<file path="src/rtl/mem_pkg.sv">
// rtl/mem_pkg.sv - shared defaults and pointer-width helper for sync_mem and its controllers
package mem_pkg;

  // Default geometry: 2**DEPTH entries of WIDTH bits
  localparam int DEFAULT_DEPTH = 4;
  localparam int DEFAULT_WIDTH = 4;

  // FIFO pointers carry one extra wrap bit above the memory address
  function automatic int ptr_width(input int depth);
    return depth + 1;
  endfunction

endpackage

</file>
<file path="src/rtl/sync_mem_fifo_ctrl.sv">
// rtl/sync_mem_fifo_ctrl.sv - valid/ready FIFO controller driving a two-port synchronous memory
module sync_mem_fifo_ctrl
  import mem_pkg::*;
#(
  parameter int DEPTH = DEFAULT_DEPTH,
  parameter int WIDTH = DEFAULT_WIDTH
) (
  input  logic             clock,
  input  logic             reset,
  input  logic             flush,
  input  logic             inValid,
  output logic             inReady,
  input  logic [WIDTH-1:0] inData,
  output logic             outValid,
  input  logic             outReady,
  output logic [WIDTH-1:0] outData,
  output logic [DEPTH:0]   count,
  output logic             full,
  output logic             empty,
  output logic             memWriteEnable0,
  output logic [WIDTH-1:0] memWriteData0,
  output logic [DEPTH-1:0] memAddress0,
  output logic             memWriteEnable1,
  output logic [WIDTH-1:0] memWriteData1,
  output logic [DEPTH-1:0] memAddress1,
  input  logic [WIDTH-1:0] memReadData1
);

  localparam int PW = ptr_width(DEPTH);
  localparam logic [PW-1:0] CAPACITY = {1'b1, {DEPTH{1'b0}}};
  localparam logic [PW-1:0] PTR_ONE  = {{(PW-1){1'b0}}, 1'b1};

  logic [PW-1:0] wr_ptr;
  logic [PW-1:0] rd_ptr;
  logic [PW-1:0] wr_ptr_next;
  logic [PW-1:0] rd_ptr_next;
  logic          out_valid_q;
  logic          out_valid_next;
  logic          push;
  logic          pop;

  // Status derived purely from registered pointers, so inReady never depends on outReady
  always_comb begin
    count   = wr_ptr - rd_ptr;
    full    = (count == CAPACITY);
    empty   = (count == '0);
    inReady = !full;
  end

  // Handshake qualification; flush suppresses both sides for its cycle
  always_comb begin
    push = inValid && inReady && !flush;
    pop  = out_valid_q && outReady && !flush;
  end

  // Pointer advance and head-valid prediction; the head check uses the pre-push write
  // pointer because the memory returns the old word on a same-address write/read edge
  always_comb begin
    wr_ptr_next    = push ? (wr_ptr + PTR_ONE) : wr_ptr;
    rd_ptr_next    = pop  ? (rd_ptr + PTR_ONE) : rd_ptr;
    out_valid_next = ((wr_ptr - rd_ptr_next) != '0);
  end

  // Controller state: async reset and sync flush both return to the empty FIFO
  always_ff @(posedge clock or posedge reset) begin
    if (reset) begin
      wr_ptr      <= '0;
      rd_ptr      <= '0;
      out_valid_q <= 1'b0;
    end else if (flush) begin
      wr_ptr      <= '0;
      rd_ptr      <= '0;
      out_valid_q <= 1'b0;
    end else begin
      wr_ptr      <= wr_ptr_next;
      rd_ptr      <= rd_ptr_next;
      out_valid_q <= out_valid_next;
    end
  end

  // Memory port drive: port 0 writes on push, port 1 prefetches the next head address
  always_comb begin
    memWriteEnable0 = push;
    memAddress0     = push ? wr_ptr[DEPTH-1:0] : '0;
    memWriteData0   = push ? inData : '0;
    memWriteEnable1 = 1'b0;
    memWriteData1   = '0;
    memAddress1     = rd_ptr_next[DEPTH-1:0];
  end

  // Consumer side: head data comes straight from the registered memory read
  always_comb begin
    outValid = out_valid_q;
    outData  = memReadData1;
  end

endmodule

</file>
<file path="config.mk">
export PLATFORM = sky130hd
export DESIGN_NAME = sync_mem_fifo_ctrl
export DESIGN_NICKNAME = d
export VERILOG_FILES = /design/src/rtl/mem_pkg.sv /design/src/rtl/sync_mem_fifo_ctrl.sv
export SDC_FILE = /design/constraint.sdc
export NUM_CORES = 1
export LEC_CHECK = 0
export CAP_MARGIN = 25
export CORE_MARGIN = 3
export CORE_UTILIZATION = 39
export DETAILED_ROUTE_END_ITERATION = 6
export GPL_TIMING_DRIVEN = 0
export PLACE_DENSITY = 0.77
export RECOVER_POWER = 100
export SLEW_MARGIN = 20
export SYNTH_ARGS = -nofsm -noshare
export SYNTH_HDL_FRONTEND = slang
export SYNTH_SLANG_ARGS = --single-unit
export TNS_END_PERCENT = 5
</file>
<file path="constraint.sdc">
create_clock -name clock -period 2.7 [get_ports clock]
set_clock_uncertainty 0.1 [all_clocks]
set_input_delay 0.405 -clock clock [delete_from_list [all_inputs] [get_ports clock]]
set_output_delay 0.405 -clock clock [all_outputs]
set_load 0.01 [all_outputs]
</file>
* After elaboration in Yosys (flattened, before gate mapping)
Index checks and enable logic that the tools add are counted.
** Word-level totals
- Input port bits :: 13
- Word-level logic and storage cells :: 24
- Flip-flop bits (word level) :: 11
** Operators by class
- Reductions and logical operators :: 9
- Equality and inequality tests :: 1
- Mux-type cells :: 7
- $add $sub $neg :: 4
** Operators with widths (number)
- $mux W5 :: 4
- $add A5 B1 Y5 const B :: 2
- $sub A5 B5 Y5 :: 2
- $mux W4 :: 2
- $eq A5 B5 Y1 const B :: 1
- $logic_not A5 Y1 :: 1
- $reduce_bool A5 Y1 :: 1
- $logic_and A1 B1 Y1 :: 4
- $logic_not A1 Y1 :: 2
- $reduce_bool A2 Y1 :: 1
- $mux W1 :: 1

* Depth between registers and ports, before layout
Gate-level depths: netlist of run 1.
- Word-level depth :: 7
- Gate-level depth with buffers :: 10
- Gate-level depth less buffers :: 9

* Worst setup path before layout of run 1
Ideal clock, no wire load.
- Path type :: register to output
- From :: register rd_ptr[2]
- To :: output port memAddress0[1]
- Slack :: -0.143 ns
- Required time :: 2.195 ns
- Cell stages (with the launch flop) :: 9
- Arrival time :: 2.338 ns
- Path through :: dfrtp_1 clkbuf_1 inv_1 ha_1 and3b_1 or3_4 a2111oi_4 nor3_1 and2_1
** On the way
- Word-level cells in the longest chain between the ends :: 6
** RTL lines
- start: declaration :: line sync_mem_fifo_ctrl.sv:34 : logic [PW-1:0] rd_ptr;
- start signal: assignment :: line sync_mem_fifo_ctrl.sv:76 : rd_ptr <= rd_ptr_next;
- $sub A5 B5 Y5 :: line sync_mem_fifo_ctrl.sv:44 : count = wr_ptr - rd_ptr;
- $eq A5 B5 Y1 :: line sync_mem_fifo_ctrl.sv:45 : full = (count == CAPACITY);
- $logic_not A1 Y1 :: line sync_mem_fifo_ctrl.sv:47 : inReady = !full;
- $logic_and A1 B1 Y1 (2 in a row) :: line sync_mem_fifo_ctrl.sv:52 : push = inValid && inReady && !flush;
- named net memWriteEnable0 :: line sync_mem_fifo_ctrl.sv:20 : output logic memWriteEnable0,
- $mux W4 :: line sync_mem_fifo_ctrl.sv:84 : memAddress0 = push ? wr_ptr[DEPTH-1:0] : '0;
- end: declaration :: line sync_mem_fifo_ctrl.sv:22 : output logic [DEPTH-1:0] memAddress0,
The timed path passes the listed nets, and every way through them passes these cells.

* Worst setup path after layout of run 1
- From :: register rd_ptr[2]
- To :: output port memAddress0[3]
** On the way
- Word-level cells in the longest chain between the ends :: 6
** RTL lines (line)
- $sub A5 B5 Y5 :: sync_mem_fifo_ctrl.sv:44
- $eq A5 B5 Y1 :: sync_mem_fifo_ctrl.sv:45
- $logic_not A1 Y1 :: sync_mem_fifo_ctrl.sv:47
- $logic_and A1 B1 Y1 (2 in a row) :: sync_mem_fifo_ctrl.sv:52
- $mux W4 :: sync_mem_fifo_ctrl.sv:84
Every way passes these cells.

==> run_results.csv, run 1 <==
group,metric,value,unit
status,outcome,"complete, but fails checks",
status,violations,"negative setup slack",
routing,drt-total-wl,2.79,mm
layout,final_cell_area,1660,µm²
hold_path,hp-class,"primary input to asynchronous set/reset pin",
timing,worst_slack,-0.246,ns
setup_path,endpoint_kind,"primary output",
global_routing,grt.overflow.total,0,
routing,route.met2.wl,1.43,mm
yosys,netlist_area,1070,µm²
floorplan,die_y,58.4,µm
routing,vias_per_cell,5.13,
setup_path,cp_slowest_stage_delay,0.38,ns
layout,mostFrequentLayoutCells,"buf_4 (17), clkdlybuf4s50_1 (11), nor2_1 (9), dfrtp_1 (9), buf_6 (9)",
clock_network,clk_transition_reported_paths,0.07,ns
power,p_leak,0.000774,µW
clock_network,insertion_delay,0.28,ns
timing,rsz0062_at_grt,"true",
routing,dr_wl_met3,207,µm
global_routing,grt_max_degree,12,
layout,area_delta_synth_final,54.7,%
global_routing,antenna_found_initial,0,
floorplan,core,2540,µm²
setup_path,worst-endpoint-required,2.19,ns
placed_design,portBuffers,34,
floorplan,start_util,0.421,
clock_network,tritoncts,"yes",
layout,final_util,0.652,
layout,layout-drive-gt1-share,0.410,
placed_design,placed_cell_area,1510,µm²
yosys,ys_warn_count,0,
placed_design,dp_cells,190,
layout,finalNonFillerCells,203,
timing,period_needed,2.95,ns
timing,slew_violations,0,
setup_path,path_class,"flop to primary output",
clock_network,cts_buffer_depth,2,
timing,fmax,0.339,GHz
power,peakVddDrop,0.263,mV
routing,highest_layer,"met4",
timing,period_share,1.09,
floorplan,rows,18,
floorplan,num_io_pins,44,
layout,num-nets-final,196,
routing,dr.first_iter.drc_count,25,
clock_network,cts_root_buffer,"clkbuf_4",
yosys,syn_inst,122,
yosys,ys_ff_latch,11,
layout,layout_commonest_cell,"buf_4",
clock_network,clock_sinks,11,
routing,wl_met1,1.09,mm
routing,vias,1041,
setup_path,cp-start-kind,"flop",
timing,hold_violations,0,
setup_path,crit_slowest_cell,"or3_4",
power,p_per_area,289,nW/µm²
clock_network,htree_levels,1,
floorplan,die-area,3410,µm²
layout,diodes,0,
setup_path,cp_cell_sequence,"clkbuf_8 -> inv_6 -> ha_4 -> and3b_1 -> or3_4 -> a2111oi_4 -> buf_4 -> nor3_4 -> and2_4 -> buf_6",
setup_path,cp_num_buf_inv,4,
placed_design,dpl.hpwl,2.04,mm
layout,multiInputGateArea,756,µm²
global_routing,grt_pass1_wl,4.55,mm
routing,dr.pass1.iters,4,
routing,ant_nets,0,
placed_design,gp_congestion,0.798,
power,power.total,479,µW
layout,regArea,278,µm²
yosys,ys_seq_area_frac,0.257,
routing,drc,0,
run,drv_cap,0,
timing,whs,0.454,ns
global_routing,grt_usage,0.173,
yosys,postSynthAreaPerCell,8.79,µm²
routing,wl_per_cell,13.7,µm
setup_path,cp_max_fo,8,
layout,nFillCells,227,
clock_network,numCtsBuffers,3,
floorplan,die_w,58.4,µm
timing,setup_viol,13,
yosys,synth.distinct_cells,39,
setup_path,arrival,2.44,ns
setup_path,path_delay_family,"simple AND/OR/NAND/NOR gates",
global_routing,grt_pass1_vias,976,
[cells in the mapped netlist (all sizes together)]
cell type | count | area share
a211oi | 1 | 0.0070
mux2i | 1 | 0.0093
nor3 | 3 | 0.014
xnor2 | 7 | 0.057
nand2 | 2 | 0.0070
nor4 | 1 | 0.0058
ha | 8 | 0.093
nor2b | 2 | 0.012
fa | 1 | 0.019
or4bb | 2 | 0.021
a2111oi | 1 | 0.026
buf | 11 | 0.078
inv | 13 | 0.046
a21oi | 8 | 0.041
a31oi | 1 | 0.0058
a21o | 1 | 0.0082
and3 | 1 | 0.0070
clkbuf | 2 | 0.0070
or3 | 5 | 0.039
nand4 | 3 | 0.018
dfrtp | 11 | 0.26
and2 | 9 | 0.054
xor2 | 2 | 0.016
nand3 | 2 | 0.0093
a41oi | 1 | 0.0082
and4 | 1 | 0.0082
o2111a | 1 | 0.011
nand4b | 1 | 0.0082
o21ai | 6 | 0.046
nor2 | 9 | 0.032
and3b | 1 | 0.0082
nand3b | 3 | 0.021
conb | 1 | 0.0035
[metrics by stage]
stage | setup slack [ns] | TNS, ns
2_1_floorplan | 0.0103 | 0
3_3_place_gp | -0.600 | -6.98
3_5_place_dp | -0.632 | -7.53
4_1_cts | -0.260 | -2.67
5_1_grt | -0.381 | -4.33
6_report | -0.246 | -2.58
[flip-flops by register name, summed over array words and instances (netlist names)]
| register | flops |
|---|---|
| wr_ptr | 5 |
| outValid | 1 |
| rd_ptr | 5 |
[worst paths after layout]
check | depth (start not counted) | endpoint | slack [ns] | from
min | 2 | wr_ptr[4] | 0.45 | reset
max reg2reg | 11 | outValid | 0.15 | rd_ptr[2]
min in group clock | 2 | rd_ptr[2] | 0.51 | flush
min reg2reg | 2 | wr_ptr[4] | 0.52 | wr_ptr[4]
max in group asynchronous | 2 | rd_ptr[0] | 1.72 | reset
max | 10 | memAddress0[3] | -0.25 | rd_ptr[2]
[cell families (layout without fill, tap and decap cells)]
kind of cell / Yosys count / in the layout / share of synthesized area
DFF: 11 / 11 / 0.257
other: 1 / 5 / 0.00350
AOI/OAI and AO/OA: 20 / 20 / 0.152
and+or+nand+nor: 45 / 45 / 0.263
buffers and inverters: 26 / 73 / 0.131
xor gates and xnor gates: 9 / 9 / 0.0735
muxes: 1 / 1 / 0.00934
adders and majority gates: 9 / 9 / 0.112
[layout make-up]
cell class,instances,share of cell area
multi-input cells,89,0.456
repair buffers,43,0.242
flip-flops and latches,11,0.167
plain buffers,13,0.0633
inverters,13,0.0324
well taps,30,0.0226
clock buffers,3,0.0136
clock inverters,1,0.00302
[worst register-to-register path, stage by stage, from the launching register on]
cell and delay, ns:
dfrtp_1 0.34, clkbuf_8 0.14, buf_4 0.14, nand3_1 0.08, nor2_1 0.18, xnor2_2 0.14
ha_4 0.32, or4bb_1 0.50, a21oi_1 0.17, a211oi_1 0.07, nand2_1 0.10, a41oi_1 0.12
[where the power goes]
part           total (µW)  switching [µW]  internal, µW
combinational         183            85.5          98.0
clock                 117            62.4          55.1
sequential            178            7.10           171
[routing by layer]
metal	vias to the layer above	track usage
li1	511	-
met1	479	0.207
met2	44	0.311
met3	7	0.0241
met4	0	0.0629
met5	-	0
[repair_timing]
action | in CTS | in global routing
hold buffers | 0 | 0
setup endpoints to repair | 19 | 14
gates resized for setup | 70 | 7
setup buffers | 8 | 1
pin swaps | 6 | 7
Power figures use the tool's default switching activity.
==> run 2, diff against run 1 <==
--- a/config.mk
+++ b/config.mk
@@ -16,4 +16,4 @@
 export SYNTH_ARGS = -nofsm -noshare
 export SYNTH_HDL_FRONTEND = slang
 export SYNTH_SLANG_ARGS = --single-unit
-export TNS_END_PERCENT = 5
+export TNS_END_PERCENT = 100
==> run 2 against run 1 <==
The run still ends with negative setup slack left. Wire length up 2.5%. Sequential share of layout area down 0.32 points. Via count up 0.67%. Critical endpoint is now memAddress0[0].
==> run_results.csv, run 2 (synthesized netlist as in run 1, its figures left out) <==
group,metric,value,unit
power,peakVddDrop,0.262,mV
layout,layout_commonest_cell,"buf_4",
timing,rsz0062_at_grt,"true",
status,violations,"negative setup slack",
clock_network,clock_sinks,11,
power,combPwrFrac,0.390,
floorplan,num_io_pins,44,
layout,mostFrequentLayoutCells,"buf_4 (23), clkdlybuf4s50_1 (10), dfrtp_1 (10)",
global_routing,antenna_found_initial,0,
routing,ant_nets,0,
layout,diodes,0,
layout,area_delta_synth_final,57.1,%
power,swShare,0.324,
routing,wl_per_cell,13.7,µm
timing,period_needed,2.92,ns
global_routing,grt_usage,0.173,
routing,drt-total-wl,2.86,mm
layout,num-nets-final,202,
timing,whs,0.454,ns
power,p_per_area,287,nW/µm²
setup_path,cp-start-kind,"flop",
floorplan,core,2540,µm²
power,power_switching,157,µW
routing,dr.first_iter.drc_count,30,
floorplan,die_w,58.4,µm
placed_design,dpl.hpwl,2.04,mm
global_routing,grt_pass1_wl,4.52,mm
floorplan,rows,18,
setup_path,path_class,"flop to primary output",
setup_path,endpoint_kind,"primary output",
clock_network,ctsHoldBuffers,0,
placed_design,gp_congestion,0.798,
setup_path,worst-endpoint-required,2.19,ns
global_routing,grt.overflow.total,0,
clock_network,tritoncts,"yes",
routing,dr.pass1.iters,4,
global_routing,grt_pass1_vias,997,
hold_path,hp-class,"primary input to asynchronous set/reset pin",
setup_path,arrival,2.42,ns
floorplan,die_y,58.4,µm
setup_path,cp_max_fo,7,
floorplan,start_util,0.421,
clock_network,htree_levels,1,
timing,worst_slack,-0.222,ns
routing,vias_per_cell,5.01,
timing,setup_viol,11,
power,p_clk_frac,0.242,
run,drv_cap,0,
clock_network,cts_buffer_depth,2,
routing,vias,1048,
timing,hold_violations,0,
setup_path,reg2reg_slack,0.18,ns
clock_network,insertion_delay,0.28,ns
clock_network,cts_root_buffer,"clkbuf_4",
timing,slew_violations,0,
timing,finalSetupTns,-2.05,ns
floorplan,die-area,3410,µm²
layout,layout-drive-gt1-share,0.425,
clock_network,clk_transition_reported_paths,0.07,ns
routing,drc,0,
power,seqPwrFrac,0.368,
placed_design,dp_cells,190,
power,p_leak,0.000804,µW
layout,finalNonFillerCells,209,
placed_design,portBuffers,34,
status,outcome,"complete, but fails checks",
power,intPower,327,µW
timing,period_share,1.08,
clock_network,numCtsBuffers,3,
timing,fmax,0.342,GHz
global_routing,grt_max_degree,12,
==> run 2: worst paths after layout <==
kind	cells after the start	endpoint	from
max	8	memAddress0[0]	wr_ptr[1]
max reg2reg	10	outValid	rd_ptr[2]
min reg2reg	2	wr_ptr[4]	wr_ptr[4]
min in group clock	2	rd_ptr[2]	flush
min	2	outValid	reset
max in group asynchronous	2	wr_ptr[1]	reset
==> run 2: timing repair <==
item,CTS,global route
setup buffers,10,8
gates resized for setup,72,4
setup endpoints to repair,19,13
pin swaps,7,6
cloned,0,0
hold endpoints to repair,0,0
==> run 2: through the flow <==
step                power, µW  cell area (µm²)  worst slack, ns  utilization
floorplan                 280             1130           0.0103            -
global placement          356             1510           -0.600        0.592
detailed placement        361             1510           -0.632        0.592
CTS                       484             1650           -0.259        0.647
global route              517             1680           -0.358        0.662
finish                    484             1680           -0.222        0.662
==> run 2: critical path, cell delays in order (launching register included) <==
cell       delay [ns]
dfrtp_2          0.46
ha_1             0.30
and3b_1          0.21
or3_4            0.35
a2111oi_4        0.31
buf_4            0.19
buf_8            0.12
nor4_2           0.04
buf_2            0.16
==> run 2: power by group through the flow <==
stage / sequential (µW) / combinational [µW] / clock [µW]
2_1_floorplan: 182 / 98.0 / 0
3_3_place_gp: 183 / 174 / 0
3_5_place_dp: 183 / 178 / 0
4_1_cts: 178 / 187 / 119
5_1_grt: 179 / 207 / 131
6_report: 178 / 189 / 117
==> run 2: metal layers <==
metal	vias to the layer above	global-route usage	routed length (µm)
li1	520	-	-
met1	484	0.210	1120
met2	39	0.301	1500
met3	5	0.0307	190
met4	0	0.0662	54
met5	-	0	0
==> run 2: area by class of cell <==
| cell class | instances | area [µm²] |
|---|---|---|
| Sequential cell | 11 | 277 |
| Timing Repair Buffer | 50 | 449 |
| Clock buffer | 3 | 22.5 |
| Tap cell | 30 | 37.5 |
| Buffer | 12 | 91.3 |
| Fill cell | 222 | 861 |
| Multi-Input combinational cell | 89 | 748 |
| Inverter | 13 | 53.8 |
| Clock inverter | 1 | 5.00 |
==> run 3, diff against run 2 <==
--- a/config.mk
+++ b/config.mk
@@ -7,10 +7,11 @@
 export LEC_CHECK = 0
 export CAP_MARGIN = 25
 export CORE_MARGIN = 3
-export CORE_UTILIZATION = 39
+export CORE_UTILIZATION = 40
+export CTS_BUF_LIST = sky130_fd_sc_hd__clkbuf_4
 export DETAILED_ROUTE_END_ITERATION = 6
 export GPL_TIMING_DRIVEN = 0
-export PLACE_DENSITY = 0.77
+export PLACE_DENSITY = 0.78
 export RECOVER_POWER = 100
 export SLEW_MARGIN = 20
 export SYNTH_ARGS = -nofsm -noshare
==> constraint.sdc (replaced) <==
create_clock -name clock -period 2.7 [get_ports clock]
set_clock_uncertainty 0.1 [all_clocks]
set_input_delay 0.27 -clock clock [delete_from_list [all_inputs] [get_ports clock]]
set_output_delay 0.27 -clock clock [all_outputs]
set_load 0.01 [all_outputs]
==> run 3 against run 2 <==
The run still ends with negative setup slack left. Global-route usage rose by 0.55 points. Utilization rose by 1.8 points. Fmax rose by 1.1%. Setup slack improved by 0.030 ns. Wire length rose by 3.5%. Critical path depth rose by 2. Non-clock buffer count rose by 4. Register-to-register slack got worse by 0.07 ns. Sequential share of layout area fell by 0.069 points. Die area fell by 2.2%. Count of clock-buffer cells in the layout rose by 1. Largest power group unchanged. Highest routed layer unchanged.
==> run_results.csv, run 3 (synthesized netlist as in run 1, its figures left out) <==
group,metric,value,unit
clock_network,htree_levels,1,
global_routing,antenna_found_initial,0,
placed_design,place_ws,-0.642,ns
global_routing,grt.met1_usage,0.199,
hold_path,hp-class,"primary input to asynchronous set/reset pin",
power,combPwrFrac,0.404,
global_routing,busiest_layer,"met2",
timing,fmax,0.346,GHz
layout,diodes,0,
timing,worst_slack,-0.191,ns
timing,slew_violations,0,
status,violations,"negative setup slack",
placed_design,dp_cells,190,
power,power.total,499,µW
floorplan,die-area,3340,µm²
floorplan,die_y,57.8,µm
layout,area_delta_synth_final,59.9,%
floorplan,core,2520,µm²
global_routing,grt.overflow.total,0,
power,intPower,350,µW
power,p_per_area,291,nW/µm²
floorplan,rows,18,
floorplan,die_w,57.8,µm
power,p_leak,0.000816,µW
clock_network,insertion_delay,0.26,ns
placed_design,gp_congestion,0.768,
timing,relSlewSlack,0.665,
layout,layout-drive-gt1-share,0.437,
floorplan,num_io_pins,44,
power,seqPwrFrac,0.355,
run,drv_cap,0,
clock_network,tritoncts,"yes",
clock_network,clk_transition_reported_paths,0.07,ns
clock_network,numCtsBuffers,3,
timing,setup_viol,11,
setup_path,arrival,2.52,ns
clock_network,clock_sinks,11,
layout,finalNonFillerCells,213,
routing,drc,0,
timing,whs,0.334,ns
power,power_switching,149,µW
clock_network,cts_root_buffer,"clkbuf_4",
routing,wl_per_cell,13.9,µm
routing,dr.first_iter.drc_count,25,
setup_path,cp-start-kind,"flop",
routing,ant_nets,0,
timing,rsz0062_at_grt,"true",
setup_path,path_class,"flop to primary output",
global_routing,grt_use_met2,0.340,
power,p_clk_frac,0.240,
status,outcome,"complete, but fails checks",
clock_network,cts_buffer_depth,2,
placed_design,portBuffers,34,
routing,drt-total-wl,2.96,mm
global_routing,grt_pass1_vias,1100,
setup_path,worst-endpoint-required,2.33,ns
setup_path,endpoint_kind,"primary output",
floorplan,start_util,0.425,
timing,period_needed,2.89,ns
layout,num-nets-final,206,
timing,worst_pin_slew,0.502,ns
layout,layout_commonest_cell,"buf_4",
routing,dr.pass1.iters,4,
timing,hold_violations,0,
global_routing,grt_max_degree,12,
global_routing,grt_pass1_wl,4.69,mm
global_routing,grt_usage,0.178,
global_routing,gr-usage-met3,0.0223,
routing,vias_per_cell,5.02,
routing,vias,1070,
clock_network,ctsHoldBuffers,0,
layout,mostFrequentLayoutCells,"buf_4 (25), clkdlybuf4s50_1 (15), nor2_1 (9), inv_1 (8), buf_6 (8)",
placed_design,dpl.hpwl,2.03,mm
power,peakVddDrop,0.300,mV
setup_path,cp_max_fo,5,
power,swShare,0.299,
timing,period_share,1.07,
## run 3: changes by cell type in the layout (fill, tap and decap cells not counted), moves of 3 or more
cell / change
dfrtp_2: +3
dfrtp_1: -3
clkdlybuf4s50_1: +5
and2_1: +4
and2_4: -4
dlygate4sd3_1: -3
## run 3: what timing repair did
action,in CTS,in global routing
hold endpoints to repair,0,0
setup endpoints to repair,19,17
buffers inserted,11,9
pin swaps,10,13
gates resized for setup,67,12
## run 3: per-layer routing
layer	part of all wire	wire (µm)
met4	0.011	33
met1	0.39	1140
met5	0	0
met3	0.055	162
met2	0.55	1620
## run 3: power groups by stage
stage / combinational (µW) / sequential [µW] / clock [µW]
after global placement: 167 / 182 / 0
after global routing: 219 / 178 / 133
after floorplan: 92.2 / 181 / 0
after detailed placement: 170 / 182 / 0
after CTS: 191 / 177 / 122
final: 202 / 177 / 120
## run 3: stage by stage
step / cell area (µm²) / util / setup TNS (ns)
final: 1710 / 0.680 / -1.47
after global routing: 1710 / 0.680 / -2.80
after CTS: 1630 / 0.645 / -1.95
after detailed placement: 1470 / 0.583 / -7.38
after global placement: 1470 / 0.583 / -6.26
after floorplan: 1090 / - / 0
## run 3: path summary, 6_finish.rpt
kind                       slack, ns       from             end  depth (start not counted)
max in group asynchronous       1.84      reset       rd_ptr[2]                          2
min in group clock              0.53  rd_ptr[4]       rd_ptr[4]                          2
min reg2reg                     0.53  rd_ptr[4]       rd_ptr[4]                          2
min                             0.33      reset       rd_ptr[4]                          2
max                            -0.19  rd_ptr[2]  memAddress0[2]                         10
max reg2reg                     0.11  rd_ptr[2]       wr_ptr[0]                         12
## run 3: critical path, cell delays in order, from the launching register on
cell and delay (ns):
dfrtp_2 0.41, inv_2 0.09, ha_4 0.22, a21o_4 0.20, or3_4 0.38, a2111oi_4 0.33
buf_4 0.19, nor3_4 0.05, buf_6 0.13, and2_4 0.15, buf_6 0.11
## run 3: cell type report
| cell class | instances | area (µm²) |
|---|---|---|
| fillers | 213 | 808 |
| multi-input cells | 89 | 748 |
| repair buffers | 54 | 478 |
| flip-flops and latches | 11 | 280 |
| plain buffers | 12 | 91.3 |
| inverters | 13 | 48.8 |
| well taps | 30 | 37.5 |
| clock buffers | 4 | 30.0 |
